`config.mk`:
```
export PLATFORM = sky130hd
export DESIGN_NAME = mips_chk_cam
export DESIGN_NICKNAME = d
export VERILOG_FILES = /design/src/rtl/mips_chk_pkg.sv /design/src/rtl/mips_chk_cam.sv
export SDC_FILE = /design/constraint.sdc
export NUM_CORES = 2
export LEC_CHECK = 0
export ABC_AREA = 0
export CORE_UTILIZATION = 40
export CTS_CLUSTER_DIAMETER = 30
export CTS_CLUSTER_SIZE = 12
export DETAILED_ROUTE_END_ITERATION = 10
export SKIP_LAST_GASP = 1
export SYNTH_ARGS = -nofsm -noshare
export SYNTH_HDL_FRONTEND = slang
export SYNTH_SLANG_ARGS = --single-unit
```
`constraint.sdc`:
```
create_clock -name clk -period 5.2 [get_ports clk]
set_input_delay 1.3 -clock clk [delete_from_list [all_inputs] [get_ports clk]]
set_output_delay 1.3 -clock clk [all_outputs]
set_load 0.01 [all_outputs]
```
`src/rtl/mips_chk_pkg.sv`:
```
// Shared types for the MIPS commit checker: FSM states and expectation-mask bit positions.
package mips_chk_pkg;

  typedef enum logic [1:0] {
    IDLE = 2'd0,
    RUN  = 2'd1,
    DONE = 2'd2
  } chk_state_t;

  localparam int MASK_W      = 5;
  localparam int MASK_ALU    = 0;
  localparam int MASK_RD     = 1;
  localparam int MASK_WD     = 2;
  localparam int MASK_NPC    = 3;
  localparam int MASK_FORBID = 4;

  // A table entry's mask doubles as its valid flag: an all-zero mask means an empty slot.
  typedef logic [MASK_W-1:0] chk_mask_t;

endpackage

```
`src/rtl/mips_chk_cam.sv`:
```
// Expectation table for the commit checker: slot storage, lowest-index PC match and a read port.
module mips_chk_cam
  import mips_chk_pkg::*;
#(
  parameter int DATA_W  = 32,
  parameter int ENTRIES = 16,
  parameter int IDX_W   = $clog2(ENTRIES)
) (
  input  logic              clk,
  input  logic              reset,
  input  logic              i_we,
  input  logic [IDX_W-1:0]  i_wrIdx,
  input  logic [MASK_W-1:0] i_wrMask,
  input  logic [DATA_W-1:0] i_wrPc,
  input  logic [DATA_W-1:0] i_wrAlu,
  input  logic [DATA_W-1:0] i_wrRd,
  input  logic [DATA_W-1:0] i_wrWd,
  input  logic [DATA_W-1:0] i_wrNpc,
  input  logic [DATA_W-1:0] i_lookupPc,
  output logic              o_hit,
  output logic [IDX_W-1:0]  o_hitIdx,
  input  logic [IDX_W-1:0]  i_rdIdx,
  output logic [MASK_W-1:0] o_rdMask,
  output logic [DATA_W-1:0] o_rdAlu,
  output logic [DATA_W-1:0] o_rdRd,
  output logic [DATA_W-1:0] o_rdWd,
  output logic [DATA_W-1:0] o_rdNpc
);

  chk_mask_t         r_mask [ENTRIES];
  logic [DATA_W-1:0] r_pc   [ENTRIES];
  logic [DATA_W-1:0] r_alu  [ENTRIES];
  logic [DATA_W-1:0] r_rd   [ENTRIES];
  logic [DATA_W-1:0] r_wd   [ENTRIES];
  logic [DATA_W-1:0] r_npc  [ENTRIES];

  always_ff @(posedge clk) begin
    if (reset) begin
      for (int i = 0; i < ENTRIES; i++) begin
        r_mask[i] <= '0;
        r_pc[i]   <= '0;
        r_alu[i]  <= '0;
        r_rd[i]   <= '0;
        r_wd[i]   <= '0;
        r_npc[i]  <= '0;
      end
    end else if (i_we) begin
      r_mask[i_wrIdx] <= i_wrMask;
      r_pc[i_wrIdx]   <= i_wrPc;
      r_alu[i_wrIdx]  <= i_wrAlu;
      r_rd[i_wrIdx]   <= i_wrRd;
      r_wd[i_wrIdx]   <= i_wrWd;
      r_npc[i_wrIdx]  <= i_wrNpc;
    end
  end

  // Scan from the top down so the lowest matching index is the one left standing.
  always_comb begin
    o_hit    = 1'b0;
    o_hitIdx = '0;
    for (int i = ENTRIES - 1; i >= 0; i--) begin
      if ((r_mask[i] != '0) && (r_pc[i] == i_lookupPc)) begin
        o_hit    = 1'b1;
        o_hitIdx = IDX_W'(i);
      end
    end
  end

  assign o_rdMask = r_mask[i_rdIdx];
  assign o_rdAlu  = r_alu[i_rdIdx];
  assign o_rdRd   = r_rd[i_rdIdx];
  assign o_rdWd   = r_wd[i_rdIdx];
  assign o_rdNpc  = r_npc[i_rdIdx];

endmodule

```
==> flow_results.xml <==
<?xml version="1.0" encoding="UTF-8"?>
<metrics>
  <group name="status">
    <metric name="outcome" unit="">complete, but fails checks</metric>
    <metric name="violations_in_the_final_reports" unit="">capacitance limit, slew limit</metric>
  </group>
  <group name="yosys">
    <metric name="postSynth.topFlopCell" unit="">sky130_fd_sc_hd__edfxtp_1</metric>
    <metric name="seq_area_frac_synth" unit="%">66.1</metric>
    <metric name="netlist_top_cells_area" unit="">sky130_fd_sc_hd__edfxtp_1 (66%), sky130_fd_sc_hd__and2_1 (14%), sky130_fd_sc_hd__mux4_2 (12%), sky130_fd_sc_hd__xor2_1 (1.9%), sky130_fd_sc_hd__xnor2_1 (1.8%)</metric>
    <metric name="synth-seq-cells" unit="">2640</metric>
    <metric name="postSynthAreaPerCell" unit="sq um">16.2</metric>
    <metric name="ys_async_sr_fraction" unit="%">0</metric>
    <metric name="synth_cell_type_count" unit="">37</metric>
    <metric name="syn_inst" unit="">7397</metric>
    <metric name="syn_nets" unit="">7605</metric>
    <metric name="synth_area_leader_cell" unit="">sky130_fd_sc_hd__edfxtp_1</metric>
    <metric name="yosysTopAreaCellShare" unit="%">66.1</metric>
    <metric name="number_of_flops_mapped_to_enable_cells_by_yosys" unit="">2640</metric>
    <metric name="ys_warn_count" unit="">0</metric>
    <metric name="syn-cell-area" unit="sq um">120000</metric>
  </group>
  <group name="place">
    <metric name="place.detailed.instances" unit="">11500</metric>
    <metric name="gp_routability_congestion" unit="">0.910</metric>
    <metric name="place.port_buffers" unit="">345</metric>
    <metric name="post-dp-hpwl" unit="um">216000</metric>
  </group>
  <group name="final_layout">
    <metric name="final.fill_count" unit="">24100</metric>
    <metric name="fin_util" unit="%">50.8</metric>
    <metric name="layout_common_cells" unit="">sky130_fd_sc_hd__and2_1 (2640), sky130_fd_sc_hd__edfxtp_1 (2640), sky130_fd_sc_hd__mux4_2 (665)</metric>
    <metric name="layout-drive-gt1-share" unit="%">24.8</metric>
    <metric name="nNetsFinal" unit="">8340</metric>
    <metric name="stdcell_count" unit="">12500</metric>
    <metric name="area_growth_from_synthesis_to_layout" unit="%">25.8</metric>
  </group>
  <group name="worst_hold_path">
    <metric name="hold_class" unit="">input port to flip-flop</metric>
    <metric name="timing.hold.worst.start" unit="">i_wrPc[2]</metric>
  </group>
  <group name="routing">
    <metric name="remaining_drc_errors" unit="">0</metric>
    <metric name="vias" unit="">69800</metric>
    <metric name="final_antenna_net_count" unit="">0</metric>
    <metric name="drtPass1Iterations" unit="">5</metric>
    <metric name="viasPerCell" unit="">5.57</metric>
    <metric name="final_routed_wire_length_divided_by_cell_count" unit="um">30.8</metric>
    <metric name="detail_route.wirelength" unit="um">386000</metric>
    <metric name="drt_iter0_drc" unit="">8513</metric>
  </group>
  <group name="critical_path">
    <metric name="worst_setup_sp" unit="">i_lookupPc[17]</metric>
    <metric name="setup.worst_path.class" unit="">input port to output port</metric>
    <metric name="cp_slowest_cell" unit="">sky130_fd_sc_hd__nor4_2</metric>
    <metric name="cp_num_cells" unit="">14</metric>
    <metric name="cp_cell_sequence" unit="">dlygate4sd2_1 &gt; buf_12 &gt; buf_4 &gt; xnor2_1 &gt; nand4_1 &gt; nor4_2 &gt; buf_4 &gt; o2111ai_4 &gt; buf_6 &gt; o211ai_1 &gt; a21oi_1 &gt; o21ai_1 &gt; a21oi_2 &gt; buf_2</metric>
    <metric name="worst-path-buf-inv" unit="">6</metric>
    <metric name="worst_path_largest_cell_delay" unit="ps">370</metric>
    <metric name="timing.critical_path.max_delay_family" unit="">buffers and inverters</metric>
    <metric name="worstPathRequired" unit="ps">3900</metric>
    <metric name="timing.critical_path.mode_cell" unit="">sky130_fd_sc_hd__buf_4</metric>
    <metric name="crit_path_max_fanout" unit="">5</metric>
    <metric name="crit_path_start_kind" unit="">input port</metric>
    <metric name="worstPathArrival" unit="ps">3830</metric>
    <metric name="endpoint" unit="">o_hitIdx[1]</metric>
    <metric name="setup.worst_path.end_class" unit="">output port</metric>
  </group>
  <group name="floorplanning">
    <metric name="floorplan.die.height" unit="um">550</metric>
    <metric name="core.rowCount" unit="">200</metric>
    <metric name="initial_utilization" unit="%">40.3</metric>
    <metric name="floorplan.io_pins" unit="">346</metric>
    <metric name="die_w" unit="um">550</metric>
    <metric name="die_area" unit="sq um">302000</metric>
    <metric name="core_area" unit="sq um">298000</metric>
  </group>
  <group name="sta">
    <metric name="setup_viol_count_final" unit="">0</metric>
    <metric name="min_period" unit="ps">5130</metric>
    <metric name="setup_repair_after_global_routing_missed_its_margin" unit="">true</metric>
    <metric name="timing.max_slew.rel_slack" unit="%">-4.24</metric>
    <metric name="final-hold-violation-count" unit="">0</metric>
    <metric name="tns" unit="ps">0</metric>
    <metric name="worst_slew_pin_slew" unit="ps">1560</metric>
    <metric name="report.final.slew_viol_count" unit="">17</metric>
    <metric name="finalCritPeriodShare" unit="%">98.6</metric>
    <metric name="maxClockFrequency" unit="MHz">195</metric>
  </group>
  <group name="power_and_ir_drop">
    <metric name="design_power_total" unit="mW">64.4</metric>
    <metric name="peakVddDrop" unit="mV">0.313</metric>
    <metric name="cellLeakagePower" unit="nW">53.1</metric>
    <metric name="power.density_cell_area" unit="nW/um^2">426</metric>
  </group>
  <group name="global_route">
    <metric name="overall_track_demand_over_capacity_in_global_routing" unit="%">25.3</metric>
    <metric name="grt_antenna_before_repair" unit="">75</metric>
    <metric name="first_global_vias" unit="">71900</metric>
    <metric name="grt_pass1_wl" unit="um">542000</metric>
    <metric name="grt_start_max_net_pins" unit="">134</metric>
    <metric name="overflow" unit="">0</metric>
  </group>
  <group name="clocking">
    <metric name="cts_buffer_depth" unit="">4</metric>
    <metric name="numClockSinks" unit="">2640</metric>
    <metric name="clk_pin_slew" unit="ps">40</metric>
    <metric name="cts_tree" unit="">done</metric>
    <metric name="root_buffer_cell" unit="">sky130_fd_sc_hd__clkbuf_16</metric>
    <metric name="tritoncts.num_buffers" unit="">554</metric>
    <metric name="htree_num_levels" unit="">6</metric>
  </group>
  <group name="run">
    <metric name="number_of_max_capacitance_violations_reported" unit="">1</metric>
  </group>
</metrics>
per-layer routing:
metal / up-vias / track usage (%) / part of all wire (%)
li1: 28700 / - / -
met1: 36800 / 33.9 / 40
met2: 3572 / 41.8 / 48
met3: 670 / 4.85 / 8.9
met4: 26 / 7.97 / 2.9
met5: - / 0 / 0.047
metrics by stage:
stage	setup slack [ps]	hold slack (ps)	cell area (sq um)
finish	74.2	1080	151000
global route	-26.3	1050	151000
CTS	-3.42	1000	151000
detailed placement	-1280	2070	131000
global placement	-1390	2070	131000
floorplan	374	1500	120000
registers in the layout (all words and copies together), names as in the netlist:
name    flops
r_rd      512
r_alu     512
r_wd      512
r_mask     80
r_pc      512
r_npc     512
logic make-up after synthesis:
kind of cell,synth area share [%]
buf+inv,2.50
simple gates,15.0
compound gates,0.148
flops,66.1
xor+xnor,3.78
mux,12.5
repair_timing:
action,4_1_cts,5_1_grt
cloned,5,0
gates resized for setup,155,27
hold buffers,0,0
pin swaps,52,23
endpoints found under the setup margin,5,5
buffers inserted,51,5
Yosys cell counts (3+ instances only):
cell type / count
sky130_fd_sc_hd__a21oi_1: 4
sky130_fd_sc_hd__and2_1: 2640
sky130_fd_sc_hd__buf_1: 19
sky130_fd_sc_hd__buf_12: 7
sky130_fd_sc_hd__buf_2: 60
sky130_fd_sc_hd__buf_4: 12
sky130_fd_sc_hd__buf_6: 33
sky130_fd_sc_hd__clkbuf_1: 534
sky130_fd_sc_hd__edfxtp_1: 2640
sky130_fd_sc_hd__mux4_2: 665
sky130_fd_sc_hd__nand2_1: 7
sky130_fd_sc_hd__nand2b_1: 3
sky130_fd_sc_hd__nand3_1: 11
sky130_fd_sc_hd__nand4_1: 70
sky130_fd_sc_hd__nor2_1: 19
sky130_fd_sc_hd__nor2b_1: 5
sky130_fd_sc_hd__nor3_1: 17
sky130_fd_sc_hd__nor3_2: 4
sky130_fd_sc_hd__nor4_1: 70
sky130_fd_sc_hd__nor4_2: 4
sky130_fd_sc_hd__o2111ai_1: 10
sky130_fd_sc_hd__o21ai_1: 7
sky130_fd_sc_hd__or2_2: 16
sky130_fd_sc_hd__or4_1: 14
sky130_fd_sc_hd__xnor2_1: 245
sky130_fd_sc_hd__xnor2_2: 7
sky130_fd_sc_hd__xor2_1: 260
worst min-delay path by stage:
stage	cells past startpoint	end	slack [ps]
final	2	r_pc[0][2]$_SDFFCE_PN0P_	1080
after global routing	2	r_pc[11][2]$_SDFFCE_PN0P_	1050
after CTS	2	r_pc[15][2]$_SDFFCE_PN0P_	1000
after detailed placement	2	r_pc[4][2]$_SDFFCE_PN0P_	2070
after global placement	2	r_pc[4][2]$_SDFFCE_PN0P_	2070
after floorplan	1	r_alu[0][0]$_SDFFCE_PN0P_	1500
where the power goes:
| part | total [mW] | internal [mW] | switching (mW) | leakage [nW] |
|---|---|---|---|---|
| clock | 34.5 | 22.5 | 12.0 | 8.88 |
| combinational | 4.76 | 2.12 | 2.65 | 19.1 |
| sequential | 25.1 | 24.7 | 0.417 | 25.2 |
cell type report:
type	count	area, sq um	area share (%)
multi-input combinational	4089	38400	25.4
antenna	21	52.6	0.0348
tap	3939	4930	3.26
sequential	2640	79300	52.5
clock inverter	363	4310	2.86
inverter	2	7.51	0.00497
timing repair buffer	845	9870	6.54
clock buffer	636	14200	9.38
Note: power is estimated with default switching activity, not from simulation.
